## src/rtl/hazard_pkg.sv

```systemverilog
// Shared types and constants for the pipeline hazard controller and its muldiv sequencer.
package hazard_pkg;

  localparam int unsigned MULDIV_LAT_MAX = 32;
  localparam int unsigned CNT_W          = 5;

  typedef enum logic [1:0] {
    RUN     = 2'd0,
    MD_BUSY = 2'd1,
    MD_DONE = 2'd2
  } md_state_e;

endpackage

```

## src/rtl/md_seq.sv

```systemverilog
// Muldiv sequencer: start pulse, fixed-latency freeze, then a one-cycle result-select window.
module md_seq
  import hazard_pkg::*;
#(
  parameter int unsigned MULDIV_LAT = 4
) (
  input  logic i_clk,
  input  logic i_rst_n,
  input  logic i_req,
  output logic o_md_stall,
  output logic o_start,
  output logic o_sel,
  output logic o_busy
);

  // Start cycle plus the terminal cnt==0 cycle account for the 2 subtracted here.
  localparam logic [CNT_W-1:0] CntInit =
    (MULDIV_LAT >= 2) ? CNT_W'(MULDIV_LAT - 2) : '0;

  md_state_e        r_state, w_state_d;
  logic [CNT_W-1:0] r_cnt, w_cnt_d;
  logic             r_busy;

  always_comb begin
    w_state_d  = r_state;
    w_cnt_d    = r_cnt;
    o_md_stall = 1'b0;
    o_start    = 1'b0;
    o_sel      = 1'b0;
    case (r_state)
      RUN: begin
        if (i_req) begin
          o_start    = 1'b1;
          o_md_stall = 1'b1;
          if (MULDIV_LAT == 1) begin
            w_state_d = MD_DONE;
          end else begin
            w_state_d = MD_BUSY;
            w_cnt_d   = CntInit;
          end
        end
      end
      MD_BUSY: begin
        o_md_stall = 1'b1;
        if (r_cnt == '0) begin
          w_state_d = MD_DONE;
        end else begin
          w_cnt_d = r_cnt - 1'b1;
        end
      end
      MD_DONE: begin
        o_sel     = 1'b1;
        w_state_d = RUN;
      end
      default: w_state_d = RUN;
    endcase
  end

  always_ff @(posedge i_clk or negedge i_rst_n) begin
    if (!i_rst_n) begin
      r_state <= RUN;
      r_cnt   <= '0;
      r_busy  <= 1'b0;
    end else begin
      r_state <= w_state_d;
      r_cnt   <= w_cnt_d;
      r_busy  <= (w_state_d != RUN);
    end
  end

  assign o_busy = r_busy;

endmodule

```

## src/rtl/pipeline_hazard_ctrl.sv

```systemverilog
// Stall/flush controller: load-use, taken-branch flush and muldiv freeze sequencing.
// Optional stall/flush performance counters are enabled by defining HAZARD_PERF_EN.
module pipeline_hazard_ctrl
  import hazard_pkg::*;
#(
  parameter int unsigned MULDIV_LAT = 4
) (
  input  logic       clk_i,
  input  logic       rst_n_i,
  input  logic [4:0] IF_ID_RS1addr_i,
  input  logic [4:0] IF_ID_RS2addr_i,
  input  logic       ID_EX_MemRead_i,
  input  logic [4:0] ID_EX_RDaddr_i,
  input  logic       ID_EX_MulDiv_i,
  input  logic       Branch_taken_i,
  output logic       PC_write_o,
  output logic       IF_ID_write_o,
  output logic       IF_flush_o,
  output logic       ID_EX_bubble_o,
  output logic       ID_EX_write_o,
  output logic       EX_MEM_bubble_o,
  output logic       MulDiv_start_o,
  output logic       MulDiv_sel_o,
  output logic       MulDiv_busy_o
`ifdef HAZARD_PERF_EN
  ,
  output logic [31:0] Stall_cnt_o,
  output logic [31:0] Flush_cnt_o
`endif
);

  logic w_md_stall;
  logic w_load_use;

  md_seq #(
    .MULDIV_LAT (MULDIV_LAT)
  ) u_md_seq (
    .i_clk      (clk_i),
    .i_rst_n    (rst_n_i),
    .i_req      (ID_EX_MulDiv_i),
    .o_md_stall (w_md_stall),
    .o_start    (MulDiv_start_o),
    .o_sel      (MulDiv_sel_o),
    .o_busy     (MulDiv_busy_o)
  );

  // Busy is high exactly when the sequencer is out of RUN; a muldiv in EX masks any load.
  always_comb begin
    w_load_use = !MulDiv_busy_o && !ID_EX_MulDiv_i && ID_EX_MemRead_i &&
                 (ID_EX_RDaddr_i != 5'd0) &&
                 ((ID_EX_RDaddr_i == IF_ID_RS1addr_i) || (ID_EX_RDaddr_i == IF_ID_RS2addr_i));
  end

  always_comb begin
    PC_write_o      = !(w_md_stall || w_load_use);
    IF_ID_write_o   = !(w_md_stall || w_load_use);
    IF_flush_o      = Branch_taken_i && !w_md_stall && !w_load_use;
    ID_EX_bubble_o  = w_load_use;
    ID_EX_write_o   = !w_md_stall;
    EX_MEM_bubble_o = w_md_stall;
  end

`ifdef HAZARD_PERF_EN
  logic [31:0] r_stall_cnt;
  logic [31:0] r_flush_cnt;

  always_ff @(posedge clk_i or negedge rst_n_i) begin
    if (!rst_n_i) begin
      r_stall_cnt <= '0;
      r_flush_cnt <= '0;
    end else begin
      if (!PC_write_o && (r_stall_cnt != 32'hFFFF_FFFF)) r_stall_cnt <= r_stall_cnt + 32'd1;
      if (IF_flush_o && (r_flush_cnt != 32'hFFFF_FFFF)) r_flush_cnt <= r_flush_cnt + 32'd1;
    end
  end

  assign Stall_cnt_o = r_stall_cnt;
  assign Flush_cnt_o = r_flush_cnt;
`endif

endmodule

```

## config.mk

```make
export PLATFORM = sky130hd
export DESIGN_NAME = pipeline_hazard_ctrl
export DESIGN_NICKNAME = d
export VERILOG_FILES = /design/src/rtl/hazard_pkg.sv /design/src/rtl/md_seq.sv /design/src/rtl/pipeline_hazard_ctrl.sv
export SDC_FILE = /design/constraint.sdc
export NUM_CORES = 1
export LEC_CHECK = 0
export BUFFER_PORTS_ARGS = -buffer_cell sky130_fd_sc_hd__buf_4
export CORE_AREA = 2 2 39 41
export DETAILED_ROUTE_END_ITERATION = 6
export DIE_AREA = 0 0 41 43
export PLACE_DENSITY = 0.78
export REMOVE_ABC_BUFFERS = 1
export SYNTH_ARGS = -nofsm -noshare
export SYNTH_HDL_FRONTEND = slang
export SYNTH_HIERARCHICAL = 1
export SYNTH_SLANG_ARGS = --single-unit
```

## constraint.sdc

```tcl
create_clock -name clk_i -period 4.45 [get_ports clk_i]
set_clock_uncertainty 0.1 [all_clocks]
set_input_delay 0.89 -clock clk_i [delete_from_list [all_inputs] [get_ports clk_i]]
set_output_delay 0.89 -clock clk_i [all_outputs]
set_load 0.02 [all_outputs]
```

-- Yosys cells after proc, flatten, opt, wreduce, memory -nomap -nowiden
Cells that the tools add are included.
- add/subtract/negate cells: 1
- eq/ne operators: 6
- muxes and demuxes: 10
- reductions and logical operators: 19
- operators by type and width (kind ; count):
    == test 5 bit ; 2
    2-to-1 mux 5 bit ; 2
    one-hot mux 5 bit (2 select lines) ; 1
    logical AND 1 bit ; 6
    zero test 1 bit ; 5
    zero test 5 bit ; 1
    nonzero test 5 bit ; 1
    subtractor 5 x 1 -> 5 bit, second input constant ; 1
    2-to-1 mux 2 bit ; 2
    != test 2 bit, second input constant ; 2
    one-hot mux 2 bit (2 select lines) ; 1
    nonzero test 2 bit ; 2
    2-to-1 mux 1 bit ; 3
    AND reduction 3 bit ; 1
    == test 2 x 1 -> 1 bit, second input constant ; 1
    == test 2 bit, second input constant ; 1
    zero test 2 bit ; 1
    logical OR 1 bit ; 2
    one-hot mux 1 bit (2 select lines) ; 1
- bits in registers: 8

-- Logic depth before layout (Yosys ltp)
Gate-level depths: netlist of the first run.
- word-level depth: 7
- depth in mapped cells: 5

-- Modules after synthesis
Netlist of the first run, hierarchy kept.
- modules (own cells, without submodules) (module ; times used ; cells an instance ; area an instance (µm²) ; seq. area each (µm²)):
    md_seq ; 1 ; 41 ; 432.9 ; 200.2
    pipeline_hazard_ctrl ; 1 ; 24 ; 163.9 ; 0.0

-- Worst setup path after synthesis of the first run
No wires, ideal clock.
- path kind: input-to-output
- start point: input ID_EX_RDaddr_i[1]
- end point: output PC_write_o
- arrival time: 2.200 ns
- data required time: 3.460 ns
- setup slack: 1.260 ns
- cell stages on the path: 5
- buffers on the path: 1
- path through: or4_1 nor2_1 nor4b_1 a21oi_1 buf_4
- word-level cells in the longest chain between the ends: 5
- elaborated cells between the ends (all ways): 8
- classes of those cells: eq/ne: 2; reduce/logical: 6
- RTL lines (item ; RTL line ; source):
    start, declared ; pipeline_hazard_ctrl.sv:13 ; input logic [4:0] ID_EX_RDaddr_i,
    == test 5 bit / nonzero test 5 bit (equally long branches) ; pipeline_hazard_ctrl.sv:51, pipeline_hazard_ctrl.sv:50 ;
    logical OR 1 bit / logical AND 1 bit (equally long branches) ; pipeline_hazard_ctrl.sv:51, pipeline_hazard_ctrl.sv:49 ;
    logical AND 1 bit (*) ; pipeline_hazard_ctrl.sv:50 ; (ID_EX_RDaddr_i != 5'd0) &&
    logical OR 1 bit (*) ; n/a ;
    zero test 1 bit (*) ; n/a ;
    end, declared ; pipeline_hazard_ctrl.sv:16 ; output logic PC_write_o,
Every way passes the cells marked *; elsewhere a longest branch is shown, timed or not.

-- Final worst setup path of the first run
- start point: input ID_EX_RDaddr_i[1]
- end point: output IF_ID_write_o
- word-level cells in the longest chain between the ends: 5
- elaborated cells between the ends (all ways): 8
- classes of those cells: eq/ne: 2; reduce/logical: 6
- RTL lines (item ; RTL line ; source):
    == test 5 bit / nonzero test 5 bit (equally long branches) ; pipeline_hazard_ctrl.sv:51, pipeline_hazard_ctrl.sv:50 ;
    logical OR 1 bit / logical AND 1 bit (equally long branches) ; pipeline_hazard_ctrl.sv:51, pipeline_hazard_ctrl.sv:49 ;
    logical AND 1 bit (*) ; pipeline_hazard_ctrl.sv:50 ;
    logical OR 1 bit (*) ; pipeline_hazard_ctrl.sv:56 ; IF_ID_write_o = !(w_md_stall || w_load_use);
    zero test 1 bit (*) ; pipeline_hazard_ctrl.sv:56 ;
    end, declared ; pipeline_hazard_ctrl.sv:17 ; output logic IF_ID_write_o,
Marks and branches as above.

==> results.json, run 1 <==
{
  "run_status": "complete, no violations",
  "nFillCells": 134,
  "first_pass_iters": 4,
  "cts_setup_buffers": 0,
  "end_kind": "primary output",
  "synth_edf_count": 0,
  "setup_viol": 0,
  "cp.required_ns": 3.46,
  "synth.most_common_cell": "xnor2_1",
  "grt_max_degree": 14,
  "track_usage_pct": 17.8,
  "place_congestion": 0.754,
  "grtUsageMet3_pct": 5.24,
  "dieArea_um2": 1760,
  "die_y_um": 43,
  "top_usage_layer": "met2",
  "cts_tree": "yes",
  "worstMarginPinSlew_ns": 0.530,
  "syn_inst": 65,
  "antenna_found_initial": 0,
  "synth_seq_cells": 8,
  "worst-setup-path-type": "in -> out",
  "synth_ff_type": "dfrtp_1",
  "arrival_ns": 2.07,
  "vias": 556,
  "dpl_cell_area_um2": 816,
  "finalWirelength_mm": 1.39,
  "numCtsBuffers": 3,
  "hold_viol_final": 0,
  "seq_area_um2": 200,
  "clockRootBuffer": "clkbuf_4",
  "cap_violations": 0,
  "drive_gt1_share_pct": 41.5,
  "antenna_cells": 0,
  "num_io_pins": 29,
  "clock_latency_ns": 0.25,
  "vias_per_cell": 5.05,
  "multi_input_area_um2": 363,
  "fmax_mhz": 327,
  "final_cell_area_um2": 838,
  "fin_nets": 117,
  "synthToLayoutAreaGrowth_pct": 40.5,
  "min_period_ns": 3.06,
  "grt_pass1_vias": 535,
  "max_slew_margin_pct": 64.6,
  "rows": 14,
  "initial_core_util_pct": 43.1,
  "yosysTopAreaCellShare_pct": 33.5,
  "place_hpwl_mm": 1.13,
  "synth_common_cells": "xnor2_1, dfrtp_1, nand2_1",
  "rsz0062_at_grt": "false",
  "hold_path_class": "in -> async",
  "overflow": 0,
  "io_buffer_count": 28,
  "cts_resized": 0,
  "route.detailed.drc": 0,
  "core_area_um2": 1380,
  "wl_per_cell_um": 12.6,
  "ctsHoldBuffers": 0,
  "clock_path_buffers": 2,
  "irDropWorstVdd_v": 0.000272,
  "powerDensity_nw_per_um2": 547,
  "drt_iter0_drc": 7,
  "grt_util_met1_pct": 17.6,
  "ctsHtreeMaxLevel": 1,
  "yosysWarnings": 6,
  "ys_seq_area_share_pct": 33.5,
  "grt_pass1_wl_mm": 2.09,
  "drt.antenna.violating_nets": 0,
  "syn_area_um2": 597,
  "avgSynthCellArea_um2": 9.18,
  "cts.sinks": 8,
  "crit_fanout": 3,
  "cp-start-kind": "input pin",
  "ys_types": 31,
  "use_met2_pct": 30.6,
  "async_reset_ff_share_pct": 100,
  "ys_top_cells_by_area": "dfrtp_1, xnor2_1, nor4b_4",
  "die_x_um": 41,
  "period_share_pct": 68.7,
  "finalSetupTns_ns": 0,
  "p_leak_nw": 0.395,
  "slew_viol_final": 0,
  "yosys.area.top_type": "dfrtp_1",
  "clk_pin_slew_ns": 0.06
}
==> path summary, 6_finish.rpt <==
check | from | endpoint | slack [ns] | depth (start not counted)
max | ID_EX_RDaddr_i[1] | IF_ID_write_o | 1.39 | 6
min | rst_n_i | u_md_seq/r_state[1] | 0.34 | 1
max reg2reg | u_md_seq/r_cnt[0] | u_md_seq/r_cnt[0] | 2.81 | 5
min reg2reg | u_md_seq/r_state[1] | u_md_seq/r_state[1] | 0.45 | 1
max in group asynchronous | rst_n_i | u_md_seq/r_cnt[2] | 3.77 | 1
min in group clk_i | u_md_seq/r_state[1] | u_md_seq/r_state[1] | 0.45 | 1
==> stage by stage <==
step	setup slack, ns	total power [W]	hold slack [ns]	utilization (%)	std cells
5_1_grt	1.31	0.000492	0.335	60.6	110
3_3_place_gp	1.42	0.000400	0.435	59.0	107
2_1_floorplan	1.25	0.000313	0.396	-	63
4_1_cts	1.38	0.000462	0.337	60.6	110
3_5_place_dp	1.39	0.000404	0.442	59.0	107
6_report	1.39	0.000459	0.344	60.6	110
==> power breakdown <==
part / internal [W] / switching (W) / total, W
Sequential: 0.000102 / 0.0000418 / 0.000144
Clock: 0.0000308 / 0.0000236 / 0.0000544
Combinational: 0.000127 / 0.000133 / 0.000260
==> cell usage in the layout (no fill, tap or decap), drive strengths merged <==
cell	Yosys	routed
a21oi	4	4
a22oi	1	1
a311oi	1	1
and2	2	2
and3	1	1
and4bb	1	1
buf	1	28
clkbuf	1	3
dfrtp	8	8
ha	1	1
inv	6	6
nand2	6	6
nand3	3	3
nor2	4	4
nor2b	2	2
nor3b	1	1
nor4b	2	2
o21a	1	1
o21ai	1	1
o21bai	1	1
o22ai	1	1
o311ai	1	1
o31ai	1	1
o41ai	1	1
or2	1	1
or3	1	1
or4	1	1
xnor2	10	10
==> critical path, cell delays in order <==
cell     delay (ns)
buf_4          0.12
or4_1          0.51
nor2_1         0.10
nor4b_1        0.08
a21oi_1        0.19
buf_4          0.17
==> flip-flops by register name (all words and copies together) (netlist names) <==
register          flops
u_md_seq/r_state      2
u_md_seq/o_busy       1
u_md_seq/r_cnt        5
==> routing by layer <==
layer  vias to the layer above  routed length (um)
li1                        285                   -
met5                         -                   0
met4                         0                   0
met1                       247                 549
met3                         0                 160
met2                        24                 676
==> cell type report <==
class,count,area share [%]
multi-input combinational,49,43.3
timing repair buffer,28,25.1
sequential,8,23.9
clock buffer,3,2.69
inverter,6,2.69
tap,16,2.39
==> kinds of logic after synthesis <==
kind of cell	Yosys count	share of synthesized area (%)
flops	8	33.5
simple gates	25	27.0
compound gates	13	17.0
fa+ha+maj	1	2.10
buf+inv	8	5.66
xor+xnor	10	14.7
No activity file was read; power rests on OpenSTA's default activity.
==> run 2: changes to the inputs <==
--- a/config.mk
+++ b/config.mk
@@ -5,11 +5,13 @@
 export SDC_FILE = /design/constraint.sdc
 export NUM_CORES = 1
 export LEC_CHECK = 0
+export ABC_AREA = 1
 export BUFFER_PORTS_ARGS = -buffer_cell sky130_fd_sc_hd__buf_4
-export CORE_AREA = 2 2 39 41
+export CORE_ASPECT_RATIO = 0.9
+export CORE_MARGIN = 2
+export CORE_UTILIZATION = 45
 export DETAILED_ROUTE_END_ITERATION = 6
-export DIE_AREA = 0 0 41 43
-export PLACE_DENSITY = 0.78
+export PLACE_DENSITY = 0.77
 export REMOVE_ABC_BUFFERS = 1
 export SYNTH_ARGS = -nofsm -noshare
 export SYNTH_HDL_FRONTEND = slang
==> constraint.sdc (replaced) <==
create_clock -name clk_i -period 3.1 [get_ports clk_i]
set_clock_uncertainty 0.1 [all_clocks]
set_input_delay 0.62 -clock clk_i [delete_from_list [all_inputs] [get_ports clk_i]]
set_output_delay 0.62 -clock clk_i [all_outputs]
set_load 0.02 [all_outputs]
==> results.json, run 2 <==
{
  "run_status": "complete, no violations",
  "yosysTopAreaCellShare_pct": 30.9,
  "synth_top_family_by_area": "simple AND/OR/NAND/NOR gates",
  "cap_violations": 0,
  "crit_cells": 7,
  "irDropWorstVdd_v": 0.000518,
  "multi_input_area_um2": 354,
  "ys_top_cells_by_area": "dfrtp_1, nand2_1, inv_1",
  "syn_area_um2": 648,
  "crit_slowest_cell": "a21oi_1",
  "num_io_pins": 29,
  "synth_ff_type": "dfrtp_1",
  "critPathCapture": "PC_write_o",
  "place_congestion": 0.781,
  "mostFrequentLayoutCells": "nand2_1, buf_4, inv_1",
  "path_cells": "buf_4 -> nor2_1 -> nand3_1 -> o21ai_1 -> inv_1 -> a21oi_1 -> buf_4",
  "end_kind": "primary output",
  "fmax_mhz": 444,
  "cts_resized": 0,
  "synthToLayoutAreaGrowth_pct": 37.5,
  "cts.sinks": 8,
  "synth_fa_ha_area_share_pct": 1.93,
  "final_common_cell": "nand2_1",
  "path_common_cell": "buf_4",
  "path_buf_inv": 3,
  "synth_compound_area_share_pct": 8.88,
  "arrival_ns": 1.53,
  "syn_inst": 105,
  "worst-setup-path-type": "in -> out",
  "place_hpwl_mm": 1.20,
  "total_power_w": 0.000666,
  "finalSetupTns_ns": 0,
  "synth_common_cells": "nand2_1, inv_1, nor2_1",
  "drt.antenna.violating_nets": 0,
  "first_pass_iters": 6,
  "overflow": 0,
  "route.detailed.drc": 0,
  "ys_seq_area_share_pct": 30.9,
  "final_core_util_pct": 69.0,
  "synth_xor_area_share_pct": 2.70,
  "cts_setup_buffers": 0,
  "core_area_um2": 1290,
  "worstReg2RegEnd": "u_md_seq/r_cnt[3]",
  "worstMarginPinSlew_ns": 0.318,
  "synth_seq_cells": 8,
  "ff2ff_path_depth": 6,
  "dpl_cell_area_um2": 868,
  "ctsHoldBuffers": 0,
  "finalWirelength_mm": 1.52,
  "nFillCells": 129,
  "synth.most_common_cell": "nand2_1",
  "setup_viol": 0,
  "rsz0062_at_grt": "false",
  "synthSimpleGateAreaFrac_pct": 41.1,
  "vias": 687,
  "wl_per_cell_um": 10.2,
  "grt_pass1_vias": 593,
  "die_x_um": 44.0,
  "synth_edf_count": 0,
  "yosysWarnings": 6,
  "muxShareOfSynthArea_pct": 0,
  "io_buffer_count": 28,
  "largest_register_ffs": 5,
  "ctsHtreeMaxLevel": 1,
  "dieArea_um2": 1760,
  "max_slew_margin_pct": 78.8,
  "final_cell_area_um2": 891,
  "avgSynthCellArea_um2": 6.17,
  "cpPeakStageDelay_ns": 0.19,
  "clockRootBuffer": "clkbuf_4",
  "clock_latency_ns": 0.25,
  "clock_path_buffers": 2,
  "yosys.area.top_type": "dfrtp_1",
  "grt_max_degree": 11,
  "initial_core_util_pct": 50.2,
  "drt_iter0_drc": 9,
  "drive_gt1_share_pct": 30.4,
  "p_leak_nw": 0.537,
  "r2r_start": "u_md_seq/r_cnt[0]",
  "powerDensity_nw_per_um2": 747,
  "antenna_found_initial": 0,
  "grt_pass1_wl_mm": 2.44,
  "die_y_um": 40.0,
  "track_usage_pct": 19.6,
  "async_reset_ff_share_pct": 100,
  "cp-start-kind": "input pin",
  "top_register": "u_md_seq/r_cnt",
  "min_period_ns": 2.25,
  "clk_pin_slew_ns": 0.05,
  "fin_nets": 158,
  "crit_family": "buffers and inverters",
  "cp-startpoint": "ID_EX_RDaddr_i[0]",
  "hold_path_class": "in -> async",
  "slew_viol_final": 0,
  "numCtsBuffers": 3,
  "crit_fanout": 5,
  "ys_types": 21,
  "rows": 12,
  "cts_tree": "yes",
  "antenna_cells": 0,
  "cp.required_ns": 2.38,
  "seq_area_um2": 200,
  "period_share_pct": 72.7,
  "hold_viol_final": 0,
  "r2r_slack_ns": 1.75,
  "vias_per_cell": 4.61
}
==> run 2: changes by cell type after synthesis, sizes merged, moves of 3 or more <==
| cell | before | now |
|---|---|---|
| nand3 | 3 | 6 |
| nand2 | 6 | 35 |
| xnor2 | 10 | 2 |
| o21ai | 1 | 7 |
| nor2 | 4 | 13 |
| inv | 6 | 23 |
==> run 2: final cells by class <==
class / count / share of cell area, %
tap: 14 / 1.97
multi-input combinational: 73 / 39.7
clock buffer: 3 / 2.53
inverter: 23 / 9.69
sequential: 8 / 22.5
timing repair buffer: 28 / 23.6
==> run 2: per-stage QoR <==
step                      worst slack [ns]  hold slack (ns)  cells
after floorplan                      0.760            0.224    104
after global placement               0.900            0.344    146
after detailed placement             0.852            0.347    146
after CTS                            0.848           0.0756    149
after global routing                 0.731           0.0769    149
final                                0.847           0.0722    149
==> run 2: layer usage <==
layer | part of all wire (%) | GRT usage [%] | vias up | wire, um
li1 | - | - | 381 | -
met1 | 50 | 26.0 | 287 | 758
met2 | 42 | 30.5 | 17 | 638
met3 | 7.8 | 7.21 | 2 | 118
met4 | 0.26 | 4.55 | 0 | 4
met5 | 0 | 0 | - | 0
==> run 2: how the worst min path moves through the flow <==
stage | slack (ns) | end | depth (start not counted)
global route | 0.08 | u_md_seq/r_cnt[2] | 1
floorplan | 0.22 | u_md_seq/o_busy | 0
CTS | 0.08 | u_md_seq/r_cnt[2] | 1
global placement | 0.34 | u_md_seq/r_cnt[2] | 1
finish | 0.07 | u_md_seq/r_cnt[2] | 1
detailed placement | 0.35 | u_md_seq/r_cnt[2] | 1
==> run 2: logic make-up after synthesis <==
family,Yosys count
DFF,8
adders and majority gates,1
buffers and inverters,24
AOI/OAI and AO/OA,10
and+or+nand+nor,60
xor gates and xnor gates,2
==> run 2: power breakdown <==
group          internal, W  total (W)  switching, W
Combinational     0.000159   0.000403      0.000243
Clock            0.0000443  0.0000795     0.0000352
Sequential        0.000148   0.000183     0.0000354
